$ cat src/rtl/pipe_field.sv
// pipe_field: scrolls NUM_PIPES pipe obstacles across the playfield.
// Pipes spawn one after another at a fixed spacing. Each spawn takes its gap
// height from a free-running 8-bit LFSR. A pass pulse is produced for scoring,
// and the scroll period shortens as the level rises. Motion freezes on loss.
module pipe_field #(
  parameter int          NUM_PIPES    = 3,
  parameter int          SPAWN_X      = 1000,
  parameter int          PARK_X       = 1023,
  parameter int          SPACING      = 350,
  parameter int          BIRD_X       = 200,
  parameter int          HEIGHT_MIN   = 50,
  parameter logic [7:0]  LFSR_SEED    = 8'hA5,
  parameter int          TICK_DIV     = 500000,
  parameter int          TICK_DEC     = 50000,
  parameter int          TICK_MIN     = 100000,
  parameter int          LEVEL_PASSES = 5,
  parameter int          MAX_LEVEL    = 7
) (
  input  logic                     Clk,
  input  logic                     Reset,
  input  logic                     Start,
  input  logic                     Lost,
  output logic [10*NUM_PIPES-1:0]  PipePosX,
  output logic [10*NUM_PIPES-1:0]  PipePosY,
  output logic [NUM_PIPES-1:0]     PipeActive,
  output logic                     PassPulse,
  output logic [2:0]               Level,
  output logic                     Running
);

  localparam logic [1:0] ST_IDLE   = 2'd0;
  localparam logic [1:0] ST_RUN    = 2'd1;
  localparam logic [1:0] ST_FROZEN = 2'd2;

  localparam logic [9:0]  SPAWN_XV   = 10'(SPAWN_X);
  localparam logic [9:0]  PARK_XV    = 10'(PARK_X);
  localparam logic [9:0]  SPACED_XV  = 10'(SPAWN_X - SPACING);
  localparam logic [9:0]  BIRD_XV    = 10'(BIRD_X);
  localparam logic [9:0]  HMIN_V     = 10'(HEIGHT_MIN);
  localparam logic [31:0] TDIV_V     = 32'(TICK_DIV);
  localparam logic [31:0] TDEC_V     = 32'(TICK_DEC);
  localparam logic [31:0] TMIN_V     = 32'(TICK_MIN);
  localparam logic [15:0] PASS_LAST  = 16'(LEVEL_PASSES - 1);
  localparam logic [2:0]  LEVEL_TOP  = 3'(MAX_LEVEL);

  logic [1:0]            state_reg;
  logic [7:0]            lfsr_reg;
  logic [7:0]            lfsr_next;
  logic [19:0]           tick_reg;
  logic [15:0]           pass_cnt_reg;
  logic [2:0]            level_reg;
  logic                  pulse_reg;
  logic [9:0]            x_reg [NUM_PIPES];
  logic [9:0]            y_reg [NUM_PIPES];
  logic [NUM_PIPES-1:0]  active_reg;

  logic [31:0]           dec_amt;
  logic [31:0]           period;
  logic [19:0]           period_m1;
  logic                  step;
  logic                  start_run;
  logic                  to_idle;
  logic [9:0]            spawn_y;
  logic [NUM_PIPES-1:0]  pass_hit;
  logic [NUM_PIPES-1:0]  spawn;

  // Galois shift, taps x^8+x^6+x^5+x^4+1; a nonzero state never becomes zero
  assign lfsr_next = lfsr_reg[0] ? ((lfsr_reg >> 1) ^ 8'hB8) : (lfsr_reg >> 1);

  // Step period shrinks with level; the floor check avoids unsigned underflow
  always_comb begin
    dec_amt = {29'd0, level_reg} * TDEC_V;
    if (dec_amt + TMIN_V >= TDIV_V) begin
      period = TMIN_V;
    end else begin
      period = TDIV_V - dec_amt;
    end
    period_m1 = 20'(period - 32'd1);
  end

  // Lost beats a pending step, so a step only fires when Lost is low
  assign step      = (state_reg == ST_RUN) && !Lost && (tick_reg == period_m1);
  assign start_run = (state_reg == ST_IDLE) && Start && !Lost;
  assign to_idle   = (state_reg == ST_FROZEN) && Start && !Lost;
  assign spawn_y   = HMIN_V + {2'b00, lfsr_reg};

  // Game state, LFSR, tick/pass counters, level and pass pulse
  always_ff @(posedge Clk) begin
    if (Reset) begin
      state_reg    <= ST_IDLE;
      lfsr_reg     <= LFSR_SEED;
      tick_reg     <= '0;
      pass_cnt_reg <= '0;
      level_reg    <= '0;
      pulse_reg    <= 1'b0;
    end else begin
      lfsr_reg  <= lfsr_next;
      pulse_reg <= 1'b0;
      case (state_reg)
        ST_IDLE: begin
          if (start_run) begin
            state_reg <= ST_RUN;
            tick_reg  <= '0;
          end
        end
        ST_RUN: begin
          if (Lost) begin
            state_reg <= ST_FROZEN;
          end else if (step) begin
            tick_reg <= '0;
            if (|pass_hit) begin
              pulse_reg <= 1'b1;
              if (pass_cnt_reg == PASS_LAST) begin
                pass_cnt_reg <= '0;
                if (level_reg != LEVEL_TOP) begin
                  level_reg <= level_reg + 3'd1;
                end
              end else begin
                pass_cnt_reg <= pass_cnt_reg + 16'd1;
              end
            end
          end else begin
            tick_reg <= tick_reg + 20'd1;
          end
        end
        ST_FROZEN: begin
          if (to_idle) begin
            state_reg    <= ST_IDLE;
            tick_reg     <= '0;
            pass_cnt_reg <= '0;
            level_reg    <= '0;
          end
        end
        default: state_reg <= ST_IDLE;
      endcase
    end
  end

  genvar gi;
  generate
    for (gi = 0; gi < NUM_PIPES; gi++) begin : g_pipe
      // Pipe 0 starts with the run; later pipes trail their predecessor
      if (gi == 0) begin : g_first
        assign spawn[gi] = start_run;
      end else begin : g_rest
        assign spawn[gi] = step && !active_reg[gi] && active_reg[gi-1] &&
                           (x_reg[gi-1] == SPACED_XV);
      end

      assign pass_hit[gi] = step && active_reg[gi] && (x_reg[gi] == BIRD_XV);

      // Per-pipe position, gap height and activity
      always_ff @(posedge Clk) begin
        if (Reset || to_idle) begin
          x_reg[gi]      <= PARK_XV;
          y_reg[gi]      <= HMIN_V;
          active_reg[gi] <= 1'b0;
        end else if (spawn[gi]) begin
          x_reg[gi]      <= SPAWN_XV;
          y_reg[gi]      <= spawn_y;
          active_reg[gi] <= 1'b1;
        end else if (step && active_reg[gi]) begin
          if (x_reg[gi] == 10'd0) begin
            x_reg[gi] <= SPAWN_XV;
            y_reg[gi] <= spawn_y;
          end else begin
            x_reg[gi] <= x_reg[gi] - 10'd1;
          end
        end
      end

      assign PipePosX[10*gi +: 10] = active_reg[gi] ? x_reg[gi] : PARK_XV;
      assign PipePosY[10*gi +: 10] = y_reg[gi];
    end
  endgenerate

  assign PipeActive = active_reg;
  assign PassPulse  = pulse_reg;
  assign Level      = level_reg;
  assign Running    = (state_reg == ST_RUN);

endmodule

$ cat config.mk
export PLATFORM = sky130hd
export DESIGN_NAME = pipe_field
export DESIGN_NICKNAME = d
export VERILOG_FILES = /design/src/rtl/pipe_field.sv
export SDC_FILE = /design/constraint.sdc
export NUM_CORES = 1
export LEC_CHECK = 0
export BUFFER_PORTS_ARGS = -buffer_cell sky130_fd_sc_hd__buf_2
export CAP_MARGIN = 30
export CORE_MARGIN = 2
export CORE_UTILIZATION = 45
export DETAILED_ROUTE_END_ITERATION = 7
export PLACE_DENSITY = 0.62
export SLEW_MARGIN = 15
export SYNTH_ARGS = -nofsm -noshare
export SYNTH_HDL_FRONTEND = slang
export SYNTH_SLANG_ARGS = --single-unit
$ cat constraint.sdc
create_clock -name Clk -period 6.57 [get_ports Clk]
set_input_delay 1.314 -clock Clk [delete_from_list [all_inputs] [get_ports Clk]]
set_output_delay 1.314 -clock Clk [all_outputs]
set_load 0.05 [all_outputs]
==> results of run 1 <==
## worst paths after layout
| path | from | end | slack, ns |
|---|---|---|---|
| max | Level[0] | pass_cnt_reg[12] | 0.94 |
| min | tick_reg[13] | tick_reg[13] | 0.46 |
| max reg2reg | Level[0] | pass_cnt_reg[12] | 0.94 |
| min reg2reg | tick_reg[13] | tick_reg[13] | 0.46 |
## worst min-delay path: stages, from the launching register on
cell	delay [ns]
dfxtp_1	0.32
nand2_1	0.05
o21ai_1	0.05
## cell families (layout without fill, tap and decap cells)
group	Yosys count	after routing	share of synthesized area, %
flip-flops	110	110	35.4
AO/OA/AOI/OAI	166	166	14.4
AND/OR/NAND/NOR	466	466	32.3
XOR/XNOR	54	54	6.42
adder cells (fa/ha/maj)	30	30	4.79
multiplexers	17	17	2.20
buffers and inverters	79	131	4.37
other	1	3	0.0479
## where the power goes
part	internal, mW	switching (mW)
logic	0.0321	0.0882
registers	0.735	0.0129
clock network	0.279	0.294
## cell type report
| type | instances | area [um2] |
|---|---|---|
| clock inverters | 7 | 83.8 |
| inverters | 32 | 120 |
| clock buffers | 9 | 225 |
| fillers | 1704 | 8510 |
| well taps | 225 | 282 |
| flip-flops and latches | 110 | 2770 |
| multi-input cells | 736 | 4730 |
| repair buffers | 83 | 453 |
## stage by stage
| step | power, mW | hold WS [ns] |
|---|---|---|
| 6_report | 1.44 | 0.460 |
| 5_1_grt | 1.50 | 0.496 |
| 2_1_floorplan | 0.853 | 0.434 |
| 3_3_place_gp | 0.884 | 0.445 |
| 4_1_cts | 1.45 | 0.462 |
| 3_5_place_dp | 0.884 | 0.451 |
## routing by layer
metal	GRT usage (%)	wire length, um
met3	3.62	843
met5	0	0
met2	35.7	8950
met1	29.8	9360
met4	5.56	384
## cells in the mapped netlist, types with 3 or more instances
| cell type | number |
|---|---|
| buf_2 | 4 |
| ha_1 | 30 |
| o21a_1 | 9 |
| or2_2 | 5 |
| or3_1 | 14 |
| o2111ai_1 | 6 |
| a211oi_1 | 9 |
| nand4b_1 | 7 |
| nand4_1 | 26 |
| mux2i_1 | 15 |
| nor2b_1 | 12 |
| xnor2_1 | 34 |
| nand2b_1 | 52 |
| inv_1 | 31 |
| nand2_1 | 83 |
| nand3b_1 | 3 |
| or4_1 | 9 |
| nor2_1 | 88 |
| and3_1 | 18 |
| and4b_1 | 6 |
| nor4_1 | 12 |
| nor3_1 | 25 |
| xor2_1 | 17 |
| o31ai_1 | 6 |
| nand3_1 | 63 |
| and4_1 | 5 |
| and2_1 | 8 |
| o41ai_1 | 3 |
| buf_6 | 3 |
| nor3b_1 | 8 |
| edfxtp_1 | 57 |
| a41oi_1 | 5 |
| or2_1 | 5 |
| nand3_2 | 4 |
| dfxtp_1 | 53 |
| buf_4 | 5 |
| clkbuf_1 | 30 |
| nor4b_1 | 3 |
| o21ai_0 | 38 |
| buf_1 | 5 |
| o21ai_1 | 4 |
| a31oi_1 | 8 |
| a21oi_1 | 32 |
| o211ai_1 | 15 |
## placed cells by master (no fill, tap or decap), types with 6 or more instances in the layout
cell / count
nand4b_1: 7
and4b_1: 6
nand4_1: 26
buf_4: 15
and2_1: 8
a211oi_1: 9
nor2b_1: 12
o211ai_1: 15
edfxtp_1: 57
clkbuf_16: 9
dfxtp_1: 53
o2111ai_1: 6
o31ai_1: 6
nor3b_1: 8
buf_2: 68
xnor2_1: 34
xor2_1: 17
a31oi_1: 8
or4_1: 9
nor3_1: 25
a21oi_1: 32
and3_1: 18
ha_1: 30
nand3_1: 63
inv_1: 31
or3_1: 14
mux2i_1: 15
o21ai_0: 38
o21a_1: 9
nor2_1: 88
nor4_1: 12
nand2_1: 83
nand2b_1: 52
==> flow_metrics.tcl, run 1 <==
set metrics [dict create \
    grt_first_pass_wirelength_mm 32.3 \
    cts.sinks 110 \
    drt_wl_total_mm 19.5 \
    placed_cell_area_um2 8360 \
    synth_top_cell_area_share_pct 21.8 \
    initial_utilization_pct 45.6 \
    finalInstanceArea_um2 8660 \
    cts_hold_buf 0 \
    grt.total_usage_pct 21.7 \
    setup_tns_ns 0 \
    slowest_delay_ns 0.94 \
    via_count 6935 \
    die-area_um2 18500 \
    required_ns 6.81 \
    crit_buf_inv 1 \
    status "finished clean" \
    viasPerCell 5.77 \
    worstSetupStartpointType "register" \
    numCtsBuffers 9 \
    crit_cells 15 \
    drc_errors 0 \
    rsz0062_at_grt "false" \
    ys_warn_count 0 \
    synth.avg_cell_area_um2 8.49 \
    p_leak_nw 3.01 \
    cp_top_family "simple AND/OR/NAND/NOR gates" \
    setup_viol 0 \
    reg2reg_depth 15 \
    post_cts_resized 0 \
    pre_cts_ws_ns 0.965 \
    fin_cells 1202 \
    dp_hpwl_mm 14.5 \
    ys_ff_latch 110 \
    cp_max_fo 25 \
    synth_edf_count 57 \
    seq_area_frac_synth_pct 35.4 \
    synth_flop_cell "edfxtp_1" \
    crit_chain "ha_1 -> inv_1 -> nor2_1 -> ha_1 -> xnor3_2 -> and2_1 -> nor4_1 -> a221oi_1 -> o31ai_2 -> o21ai_0 -> and4b_1 -> or4b_1 -> or4_1 -> nand4_1 -> mux2i_1" \
    antenna_found_initial 0 \
    hold_violations 0 \
    cts.clk_slew.worst_paths_ns 0.08 \
    gp_congestion 0.883 \
    period_minus_slack_ns 5.63 \
    fin_nets 1006 \
    yosysUniqueCellTypes 83 \
    cts_tree "built" \
    ios 72 \
    largest_reg_flops 30 \
    max-vdd-ir-drop_mv 0.156 \
    finalWorstSetupSlack_ns 0.938 \
    relSlewSlack_pct 39.8 \
    whs_path_depth 2 \
    layout-drive-gt1-share_pct 12.9 \
    tightest_slew_ns 0.900 \
    slew_viol_final 0 \
    synthCells 923 \
    ant_nets 0 \
    final_util_pct 50.4 \
    overflow 0 \
    max_freq_ghz 0.178 \
    netlist_area_um2 7840 \
    grt_start_max_net_pins 49 \
    rows 48 \
    maxCapViolations 0 \
    synth_area_leaders "edfxtp_1 22%, dfxtp_1 14%, ha_1 4.8%" \
    min_path_type "reg -> reg" \
    port_buffers 68 \
    cts_max_path_buffers 2 \
    finalCritPeriodShare_pct 85.7 \
    crit_slowest_cell "or4_1" \
    synthArstFlopShare_pct 0 \
    wl_per_cell_um 16.3 \
    power_density_nw_per_um2 166 \
    root_buffer "clkbuf_16" \
    core_um2 17200 \
    die_w_um 136 \
    arrival_ns 5.88 \
    clock_latency_ns 0.37 \
    place_inst 1186 \
    syn_to_final_growth_pct 10.6 \
    htreeDepth 3 \
    fin_worst_skew_ns 0.0117 \
    fp.dieH_um 136 \
    drtIter0Drc 419 \
    path_class "reg -> reg" \
    synth_top_cell_by_area "edfxtp_1" \
    drt_first_pass_iters 5 \
    cpMostUsedCell "ha_1" \
    end_kind "register" \
    antenna_cells 0 \
    grt_pass1_vias 6356 \
    cts_setup_buffers 0 \
]
(Power assumes the default switching activity.)
==> run 2, diff against run 1 <==
--- a/config.mk
+++ b/config.mk
@@ -10,7 +10,7 @@
 export CORE_MARGIN = 2
 export CORE_UTILIZATION = 45
 export DETAILED_ROUTE_END_ITERATION = 7
-export PLACE_DENSITY = 0.62
+export PLACE_DENSITY = 0.65
 export SLEW_MARGIN = 15
 export SYNTH_ARGS = -nofsm -noshare
 export SYNTH_HDL_FRONTEND = slang
==> constraint.sdc (replaced) <==
create_clock -name Clk -period 4.7 [get_ports Clk]
set_input_delay 0.47 -clock Clk [delete_from_list [all_inputs] [get_ports Clk]]
set_output_delay 0.47 -clock Clk [all_outputs]
set_load 0.05 [all_outputs]
==> run 2 against run 1 <==
Net effect:
- largest power group unchanged
- non-clock buffer count increased by 51
- final cell count increased by 4.3%
- register-to-register slack got worse by 0.78 ns
- highest routed layer unchanged
- clock power increased by 39%
- routed wire length increased by 8.4%
- global-route usage increased by 1.0 points
- sequential power increased by 39%
- worst hold slack got worse by 0.079 ns
- flip-flop and latch count unchanged
- maximum frequency increased by 24%
- via count increased by 4.9%
==> flow_metrics.tcl, run 2 (synthesis gave the netlist of run 1 again) <==
set metrics [dict create \
    status "finished clean" \
    cp_top_family "simple AND/OR/NAND/NOR gates" \
    drc_errors 0 \
    fin_nets 1058 \
    period_minus_slack_ns 4.55 \
    drt_first_pass_iters 5 \
    setup_viol 0 \
    layout_commonest_cell "nor2_1" \
    port_buffers 68 \
    p_clk_share_pct 39.3 \
    antenna_cells 0 \
    cp_max_fo 25 \
    cts_max_path_buffers 2 \
    final_cell_mix "87 x nor2_1, 82 x nand2_1, 68 x buf_2, 64 x buf_4, 61 x nand3_1" \
    required_ns 4.95 \
    crit_buf_inv 3 \
    slowest_delay_ns 0.56 \
    initial_utilization_pct 45.6 \
    clock_latency_ns 0.36 \
    internal_power_mw 1.46 \
    viasPerCell 5.80 \
    fp.dieH_um 136 \
    ios 72 \
    power_density_nw_per_um2 216 \
    path_class "reg -> reg" \
    relSlewSlack_pct 39.8 \
    tightest_slew_ns 0.894 \
    wl_per_cell_um 16.9 \
    switching_share_pct 27.5 \
    hold_violations 0 \
    dp_hpwl_mm 15.9 \
    via_count 7275 \
    worstSetupStartpointType "register" \
    arrival_ns 4.79 \
    pwr-share-seq_pct 51.7 \
    drtIter0Drc 622 \
    min_path_type "in -> reg" \
    slew_viol_final 0 \
    die-area_um2 18500 \
    finalWorstSetupSlack_ns 0.155 \
    drt_wl_total_mm 21.2 \
    cts.sinks 110 \
    numCtsBuffers 9 \
    crit_slowest_cell "or4_1" \
    finalCritPeriodShare_pct 96.7 \
    layout-drive-gt1-share_pct 21.1 \
    power.switching_mw 0.556 \
    max-vdd-ir-drop_mv 0.178 \
    gp_congestion 0.920 \
    place_inst 1229 \
    syn_to_final_growth_pct 19.4 \
    core_um2 17200 \
    end_kind "register" \
    rsz0062_at_grt "true" \
    overflow 0 \
    grt_start_max_net_pins 43 \
    die_w_um 136 \
    grt_pass1_vias 6567 \
    max_freq_ghz 0.220 \
    fin_cells 1254 \
    antenna_found_initial 0 \
    cts.clk_slew.worst_paths_ns 0.08 \
    crit_chain "inv_2 -> ha_4 -> inv_1 -> ha_4 -> ha_1 -> o21a_1 -> nor4_1 -> a22o_1 -> a221oi_4 -> nor3_2 -> or4_1 -> and4b_1 -> or4b_1 -> or4_1 -> buf_6 -> nand3_1 -> nor3_1" \
    maxCapViolations 0 \
    pre_cts_ws_ns 0.0305 \
    cts_tree "built" \
    p_leak_nw 3.32 \
    root_buffer "clkbuf_16" \
    cts_hold_buf 0 \
    htreeDepth 3 \
    grt.total_usage_pct 22.8 \
    rows 48 \
    holdWs_ns 0.381 \
    p_comb_share_pct 9.0 \
    ant_nets 0 \
    grt_first_pass_wirelength_mm 33.5 \
    largest_reg_flops 30 \
    fin_worst_skew_ns 0.0129 \
]
[run 2: cell count changes in the layout (fill, tap and decap cells not counted), sizes merged]
cell	before	now
inv	39	36
clkinv	0	3
nand2b	52	53
buf	83	134
[run 2: final timing paths]
path	from	endpoint	slack [ns]	cells past startpoint
worst min register to register	tick_reg[13]	tick_reg[13]	0.48	2
worst max register to register	Level[1]	pass_cnt_reg[0]	0.15	17
worst min-delay path	Lost	state_reg[0]	0.38	2
worst max-delay path	Level[1]	pass_cnt_reg[0]	0.15	17
[run 2: stage by stage]
stage	cell area (um2)	setup TNS [ns]	power, mW	utilization (%)
floorplan	7990	0	1.19	-
global placement	8810	0	1.24	51.3
detailed placement	8810	0	1.24	51.3
CTS	9130	0	2.03	53.1
global route	9360	-0.0535	2.09	54.5
finish	9360	0	2.02	54.5
[run 2: what timing repair did]
item | 4_1_cts | 5_1_grt
gates resized for setup | 0 | 34
hold endpoints to repair | 0 | 0
setup endpoints to repair | 0 | 127
buffers inserted | 0 | 7
[run 2: layout make-up]
class	instances	area (um2)
Clock buffer	9	225
Clock inverter	7	91.3
Fill cell	1624	7820
Inverter	32	120
Multi-Input combinational cell	737	5010
Sequential cell	110	2780
Tap cell	225	282
Timing Repair Buffer	134	843
[run 2: per-layer routing]
layer | part of all wire [%] | vias to the layer above | global-route usage, %
li1 | - | 3588 | -
met1 | 47 | 3448 | 32.0
met2 | 47 | 221 | 37.7
met3 | 4.8 | 18 | 3.13
met4 | 1.1 | 0 | 4.22
met5 | 0 | - | 0
[run 2: power groups by stage]
stage | registers [mW] | clock network [mW] | logic (mW)
after floorplan | 1.09 | 0 | 0.100
after global placement | 1.07 | 0 | 0.172
after detailed placement | 1.07 | 0 | 0.174
after CTS | 1.04 | 0.811 | 0.175
after global routing | 1.05 | 0.842 | 0.196
final | 1.04 | 0.794 | 0.182
